`config.mk`:
```
export PLATFORM = sky130hd
export DESIGN_NAME = axa_undo_ctrl
export DESIGN_NICKNAME = d
export VERILOG_FILES = /design/src/rtl/axa_undo_ctrl_pkg.sv /design/src/rtl/axa_undo_arb.sv /design/src/rtl/axa_undo_ctrl.sv
export SDC_FILE = /design/constraint.sdc
export NUM_CORES = 1
export LEC_CHECK = 0
export ABC_AREA = 1
export CAP_MARGIN = 20
export CORE_AREA = 2 2 165 167
export CTS_BUF_LIST = sky130_fd_sc_hd__clkbuf_8 sky130_fd_sc_hd__clkbuf_16
export DETAILED_ROUTE_END_ITERATION = 7
export DIE_AREA = 0 0 167 169
export PLACE_DENSITY = 0.76
export SLEW_MARGIN = 20
export SYNTH_ARGS = -nofsm -noshare
export SYNTH_HDL_FRONTEND = slang
export SYNTH_SLANG_ARGS = --single-unit
```
`constraint.sdc`:
```
create_clock -name clk -period 2.4 [get_ports clk]
set_input_delay 0.24 -clock clk [delete_from_list [all_inputs] [get_ports clk]]
set_output_delay 0.24 -clock clk [all_outputs]
set_load 0.02 [all_outputs]
```
`src/rtl/axa_undo_ctrl_pkg.sv`:
```
// Shared types and sizing for the AXA undo stack controller.
// No logic; constants and the sequencer state encoding only.
// Imported by the arbiter and the stack top.
package axa_undo_ctrl_pkg;

  localparam int UC_WIDTH = 16;
  localparam int UC_PTRW  = 4;

  // Direction sequencer states; TURN is the single bubble between directions.
  typedef enum logic [1:0] {
    UC_FWD  = 2'd0,
    UC_TURN = 2'd1,
    UC_REV  = 2'd2
  } uc_state_e;

endpackage

```
`src/rtl/axa_undo_arb.sv`:
```
// Direction FSM and grant logic for the undo stack requesters.
// Grants are combinational, same cycle as request; state moves on clk.
// Losing or refused requesters see gnt=0 and are expected to hold.
module axa_undo_arb
  import axa_undo_ctrl_pkg::*;
(
  input  logic clk,
  input  logic reset,
  input  logic fwd,
  input  logic clear,
  input  logic push_req,
  input  logic alu_req,
  input  logic land_req,
  output logic push_gnt,
  output logic alu_gnt,
  output logic land_gnt
);

  uc_state_e state, state_nxt;

  // State register; synchronous reset back to forward execution.
  always_ff @(posedge clk) begin
    if (reset) state <= UC_FWD;
    else       state <= state_nxt;
  end

  // Next state and grants; clear and reset suppress every grant.
  always_comb begin
    state_nxt = state;
    push_gnt  = 1'b0;
    alu_gnt   = 1'b0;
    land_gnt  = 1'b0;
    unique case (state)
      UC_FWD: begin
        push_gnt = push_req && !clear && !reset;
        if (!fwd) state_nxt = UC_TURN;
      end
      UC_TURN: begin
        state_nxt = fwd ? UC_FWD : UC_REV;
      end
      UC_REV: begin
        // Land pop outranks the ALU restore pop.
        land_gnt = land_req && !clear && !reset;
        alu_gnt  = alu_req && !land_req && !clear && !reset;
        if (fwd) state_nxt = UC_TURN;
      end
      default: state_nxt = UC_FWD;
    endcase
  end

endmodule

```
`src/rtl/axa_undo_ctrl.sv`:
```
// AXA undo stack: circular buffer of saved values, push forward / pop reverse.
// Push and pop take effect at the grant edge; pop_data/pop_valid one cycle later.
// Requests are never stalled by flow control beyond the comb gnt from the arbiter.
module axa_undo_ctrl
  import axa_undo_ctrl_pkg::*;
#(
  parameter int WIDTH = UC_WIDTH,
  parameter int PTRW  = UC_PTRW
) (
  input  logic             clk,
  input  logic             reset,
  input  logic             fwd,
  input  logic             push_req,
  input  logic [WIDTH-1:0] push_data,
  output logic             push_gnt,
  input  logic             alu_req,
  input  logic             land_req,
  output logic             alu_gnt,
  output logic             land_gnt,
  output logic [WIDTH-1:0] pop_data,
  output logic             pop_valid,
  input  logic [PTRW-1:0]  peek_off,
  output logic [WIDTH-1:0] peek_data,
  input  logic             clear,
  output logic [PTRW-1:0]  sp,
  output logic [PTRW:0]    count,
  output logic             ovf,
  output logic             unf
);

  localparam logic [PTRW:0]   FULL    = {1'b1, {PTRW{1'b0}}};
  localparam logic [PTRW-1:0] PTR_ONE = {{(PTRW-1){1'b0}}, 1'b1};
  localparam logic [PTRW:0]   CNT_ONE = {{PTRW{1'b0}}, 1'b1};

  logic [WIDTH-1:0] mem [2**PTRW];
  logic             pop_gnt;
  logic [PTRW-1:0]  top_idx;
  logic [PTRW-1:0]  peek_idx;

  axa_undo_arb u_arb (
    .clk      (clk),
    .reset    (reset),
    .fwd      (fwd),
    .clear    (clear),
    .push_req (push_req),
    .alu_req  (alu_req),
    .land_req (land_req),
    .push_gnt (push_gnt),
    .alu_gnt  (alu_gnt),
    .land_gnt (land_gnt)
  );

  assign pop_gnt   = alu_gnt | land_gnt;
  assign top_idx   = sp - PTR_ONE;
  assign peek_idx  = sp - peek_off - PTR_ONE;
  assign peek_data = mem[peek_idx];

  // Storage write; contents survive reset and clear on purpose.
  always_ff @(posedge clk) begin
    if (push_gnt) mem[sp] <= push_data;
  end

  // Pointer, occupancy, popped value and sticky error flags.
  always_ff @(posedge clk) begin
    if (reset) begin
      sp        <= '0;
      count     <= '0;
      pop_data  <= '0;
      pop_valid <= 1'b0;
      ovf       <= 1'b0;
      unf       <= 1'b0;
    end else begin
      pop_valid <= pop_gnt;
      if (clear) begin
        count <= '0;
      end else if (push_gnt) begin
        sp <= sp + PTR_ONE;
        // At full occupancy the push lands on the oldest entry.
        if (count == FULL) ovf   <= 1'b1;
        else               count <= count + CNT_ONE;
      end else if (pop_gnt) begin
        if (count != '0) begin
          pop_data <= mem[top_idx];
          sp       <= top_idx;
          count    <= count - CNT_ONE;
        end else begin
          // Empty pop still completes so the requester is not stalled.
          pop_data <= '0;
          unf      <= 1'b1;
        end
      end
    end
  end

endmodule

```
Word-level counts from Yosys, hierarchy flattened
Memories as Yosys holds them, arrays and structs flattened.
Index checks and enable logic that the tools add are counted.

storage, ports and cells
  memories kept = 1
  word-level logic and storage cells = 62
  bits of input ports = 27
  bits in registers = 30
  memory bits (writable) = 256
  output and inout bits = 47

memories
  name  words  width  rd ports  clocked after Yosys merged registers in  wr ports  line                 text
  mem   16     16     2         0                                        1         axa_undo_ctrl.sv:35  logic [WIDTH-1:0] mem [2**PTRW];

operators by class
  mux-type cells = 17
  equality and inequality tests = 6
  bitwise operators = 4
  add/sub/neg operators = 6
  reduce and logical (&&, ||, !) cells = 21

operators by type and width
  operator               count
  $mux W5                4
  $mux W16               1
  $mux W4                3
  $reduce_and A3 Y1      4
  $sub A4 B1 Y4 const B  2
  $logic_and A1 B1 Y1    7
  $mux W2                3
  $ne A2 B2 Y1 const B   3
  $pmux W2 S3            1
  $add A5 B1 Y5 const B  1
  $eq A5 B5 Y1 const B   1
  $mux W1                5
  $reduce_bool A5 Y1     1
  $sub A5 B1 Y5 const B  1
  $add A4 B1 Y4 const B  1
  $reduce_and A4 Y1      1
  $reduce_bool A2 Y1     2
  $sub A4 B4 Y4          1
  $logic_not A1 Y1       3
  $not A1 Y1             3
  $eq A2 B1 Y1 const B   1
  $eq A2 B2 Y1 const B   1
  $logic_not A2 Y1       1
  $reduce_and A2 Y1      1
  2 further kinds        2

Longest topological paths before layout
  depth after elaboration = 8
  mapped depth = 14
  gate-level depth less buffers = 12

Hierarchy
Synthesis repeated with hierarchy kept, for this count alone.

unflattened totals
  cell total of the unflattened synthesis = 1612
  area total of the unflattened synthesis = 14323.7 µm²

by module, submodules not included
  module         cells each  sequential area each (µm²)  times used  area each (µm²)
  axa_undo_ctrl  1587        8247.9                      1           14194.9
  axa_undo_arb   25          40.0                        1           128.9

Least setup slack after synthesis
Ideal clock, no wire load.

  path type = register to register
  start point = register u_arb.state[1]
  end point = memory mem[15][0] in the netlist's numbering (enable)
  period minus slack after synthesis = 2.565 ns
  required time = 1.991 ns
  arrival time = 2.156 ns
  buffers on the path = 0
  setup time = 0.409 ns
  cell stages (with the launch flop) = 6
  slack = -0.165 ns
  cell sequence = dfxtp_1 nor2_2 nand3_4 inv_2 nand2_1 nor3_1

on the way
  cells in the longest elaborated chain, start to end = 4

RTL lines
  what                           line                 text
  from (decl)                    axa_undo_arb.sv:19   uc_state_e state, state_nxt;
  from (signal assigned)         axa_undo_arb.sv:24   else state <= state_nxt;
  $logic_not A2 Y1               axa_undo_arb.sv:33   unique case (state)
  $mux W1                        axa_undo_arb.sv:33
  named net push_gnt             axa_undo_ctrl.sv:15  output logic push_gnt,
  $mux W1                        axa_undo_ctrl.sv:60  if (push_gnt) mem[sp] <= push_data;
  $mux W1 (not written as such)  axa_undo_ctrl.sv:60
  to (decl)                      axa_undo_ctrl.sv:35

The timed path passes the listed nets, and every way through them passes these cells.

Final worst setup path
  start point = register sp[0]
  end point = output port peek_data[0]

on the way
  cells in the longest elaborated chain, start to end = 3

RTL lines
  what                    line                 text
  from (decl)             axa_undo_ctrl.sv:25  output logic [PTRW-1:0] sp,
  from (signal assigned)  axa_undo_ctrl.sv:77  sp <= sp + PTR_ONE;
  from (signal assigned)  axa_undo_ctrl.sv:84  sp <= top_idx;
  $sub A4 B4 Y4           axa_undo_ctrl.sv:55  assign peek_idx = sp - peek_off - PTR_ONE;
  $sub A4 B1 Y4           axa_undo_ctrl.sv:55
  $mem_v2 Z16 W16         -
  to (decl)               axa_undo_ctrl.sv:23  output logic [WIDTH-1:0] peek_data,

No other way between the ends.

==> impl_metrics.py <==
metrics = {
    "run_status": {
        "outcome": "finished, violations left",
        "violations": "negative setup slack",
    },
    "job": {
        "max_cap_viol_count": 0,
    },
    "hold_path": {
        "holdPathStages": 3,
        "worstHoldStart": "fwd",
        "hold_path.class": "primary input to flip-flop",
        "hold_end": "u_arb.state[0]",
    },
    "power_and_ir_drop": {
        "p_int_uw": 8870,
        "vdd_drop_max_mv": 0.705,
        "leakage_uw": 0.00672,
        "pwr_density_cell_nw_per_um2": 663,
        "power_frac_comb": 0.121,
        "switchingPower_uw": 2940,
        "clkPwrFrac": 0.419,
        "sw_frac_of_total": 0.249,
        "power_frac_seq": 0.461,
    },
    "cells_and_area": {
        "post_layout_nonfiller_instances": 2075,
        "drive_gt1_frac": 0.148,
        "stdcell_area_um2": 17800,
        "final_nets": 1748,
        "syn2layout_area_growth_pct": 24.1,
    },
    "place": {
        "port_buffers": 73,
        "preCtsSetupSlack_ns": -1.23,
        "place_area_um2": 16200,
        "dp_hpwl_um": 27000,
        "dp.cells": 2001,
        "place_congestion": 0.900,
    },
    "timing": {
        "relSlewSlack": 0.552,
        "rsz0062_at_grt": "yes",
        "finalSetupViolCount": 16,
        "layout_min_cycle_time_ns": 3.39,
        "slew_viol_final": 0,
        "tightest_slew_ns": 0.671,
        "fin_crit_sh": 1.41,
        "fin_skew_ns": 0.0255,
        "finalHoldViolations": 0,
        "max_freq_mhz": 295,
        "setup_slack_ns": -0.987,
        "whs_ns": 0.345,
    },
    "clock_tree": {
        "clk_latency_ns": 0.60,
        "clock-sinks": 286,
        "clk_pin_slew_worst_paths_ns": 0.06,
        "cts_made_buffers": 31,
        "htreeDepth": 1,
        "clock_path_buffers": 3,
        "cts_tree": "yes",
        "clock-root-buffer": "clkbuf_16",
    },
    "worst_setup_path": {
        "cp-startpoint": "sp[0]",
        "startpoint_type": "flip-flop",
        "path_max_fanout": 10,
        "critical_path_required_ns": 2.16,
        "critPathCaptureType": "output pin",
        "reg2reg_slack_ns": 0.08,
        "worstReg2RegStart": "sp[0]",
        "crit_type": "flip-flop to output pin",
        "rr_endpoint": "pop_data[15]",
        "worstRegToRegCells": 10,
        "cp.arrival_ns": 3.15,
    },
    "global_routing": {
        "gr-total-overflow": 0,
        "grt_max_degree": 101,
        "grtUsageTotal": 0.319,
        "grt_pass1_vias": 12200,
        "antenna_found_initial": 2,
        "grt_pass1_wl_um": 69700,
    },
    "die": {
        "die-height_um": 169,
        "rows": 60,
        "die_w_um": 167,
        "initial_utilization": 0.542,
        "io_pins": 74,
        "die_area_um2": 28200,
        "core_area_um2": 26500,
    },
    "routing": {
        "drc": 0,
        "wl_per_cell_um": 22.6,
        "viasPerCell": 6.20,
        "dr.pass1.iters": 6,
        "wl_um": 46800,
        "vias": 12900,
        "antenna_left": 0,
        "drt_iter0_markers": 2068,
    },
    "yosys": {
        "synth-seq-area-share": 0.577,
        "syn_area_per_cell_um2": 8.94,
        "synth_seq_cells": 286,
        "ys_warn_count": 0,
        "syn_area_um2": 14400,
        "netlist_instances": 1607,
        "synth_edf_count": 256,
        "synth_fp_nets": 1648,
        "synthArstFlopShare": 0,
        "synth_ff_type": "edfxtp_1",
        "synth_cell_types": 37,
    },
}
## power groups by stage
stage / sequential, uW / combinational [uW] / clock (uW)
after floorplan: 5550 / 682 / 0
after global placement: 5540 / 1200 / 0
after detailed placement: 5550 / 1220 / 0
after CTS: 5440 / 1300 / 4960
after global routing: 5440 / 1510 / 5160
final: 5440 / 1420 / 4950
## registers in the layout (all words and copies together) (netlist names)
signal and flops:
unf 1, mem 256, pop_valid 1, u_arb.state 2, pop_data 16, ovf 1, sp 4, count 5
## cells by family (layout without fill, tap and decap cells)
| group | count (synthesis) | count (layout) | share of synthesized area |
|---|---|---|---|
| other | 0 | 2 | 0 |
| DFF | 286 | 286 | 0.577 |
| AOI/OAI and AO/OA | 271 | 271 | 0.0975 |
| adders and majority gates | 14 | 14 | 0.0132 |
| buffers and inverters | 194 | 319 | 0.0620 |
| xor gates and xnor gates | 10 | 10 | 0.00766 |
| and+or+nand+nor | 832 | 832 | 0.243 |
## worst max-delay path, cell delays in order (launching register included)
cell and delay, ns:
dfxtp_4 0.36, ha_4 0.14, inv_2 0.03, fa_4 0.89, buf_8 0.18, buf_16 0.15
o21ai_0 0.11, o21ai_0 0.18, nand2_1 0.08, o21ai_2 0.07, inv_1 0.06, o21ai_2 0.17
buf_6 0.15
## worst max path at each step
| stage | to | slack, ns | depth (start not counted) |
|---|---|---|---|
| 2_1_floorplan | peek_data[0] | -0.03 | 12 |
| 3_3_place_gp | peek_data[9] | -1.19 | 16 |
| 3_5_place_dp | peek_data[9] | -1.23 | 16 |
| 4_1_cts | peek_data[12] | -0.93 | 14 |
| 5_1_grt | peek_data[12] | -1.03 | 14 |
| 6_report | peek_data[0] | -0.99 | 12 |
## final cells by class
cell class,instances,area (um^2)
fillers,1895,8680
flip-flops and latches,286,8290
multi-input cells,1127,5550
repair buffers,172,2150
clock buffers,33,815
well taps,341,427
inverters,89,340
clock inverters,25,251
diodes,2,5.00
## cell usage after synthesis, types with 10 or more instances
cell | n | area [um^2]
a21oi_1 | 36 | 180
buf_2 | 44 | 220
buf_4 | 10 | 75.1
clkbuf_1 | 31 | 116
dfxtp_1 | 30 | 601
edfxtp_1 | 256 | 7690
ha_1 | 12 | 150
inv_1 | 82 | 308
nand2_1 | 371 | 1390
nand3_1 | 244 | 1220
nor2_1 | 203 | 762
o21ai_0 | 150 | 751
o21ai_1 | 65 | 325
o22ai_1 | 15 | 93.8
## routing by layer
metal | vias up | track usage | share of wire
li1 | 5703 | - | -
met1 | 5890 | 0.422 | 0.36
met2 | 1046 | 0.515 | 0.46
met3 | 222 | 0.0556 | 0.13
met4 | 0 | 0.154 | 0.059
met5 | - | 0 | 0
## repair_timing
action,CTS,global route
resized for setup,127,67
endpoints found under the setup margin,158,28
gates cloned,4,5
hold buffers,0,0
pin swaps,12,30
setup buffers,3,3
## layout by cell type, fill, tap and decap left out, types with 3 or more instances in the layout
cell,count
edfxtp_1,256
buf_6,19
nand3_1,238
o21ai_2,28
buf_12,35
dfxtp_1,28
nand2_1,371
clkinv_2,5
nor2_4,10
ha_1,9
buf_16,4
clkinvlp_4,5
clkbuf_16,37
buf_4,50
o21ai_0,121
a21oi_1,34
clkinv_1,3
xor2_1,3
nor2_1,177
inv_2,8
inv_1,85
nand3_2,7
clkdlybuf4s50_1,56
xnor2_1,3
nor2_2,20
bufinv_16,4
o22ai_1,15
o21ai_1,65
## through the flow
step,TNS (ns),utilization,total power [uW]
detailed placement,-81.70,0.611,6760
global placement,-80.97,0.611,6750
global route,-16.08,0.672,12100
CTS,-13.99,0.660,11700
finish,-14.79,0.673,11800
floorplan,-0.0626,-,6230
No activity file was read; power rests on OpenSTA's default activity.
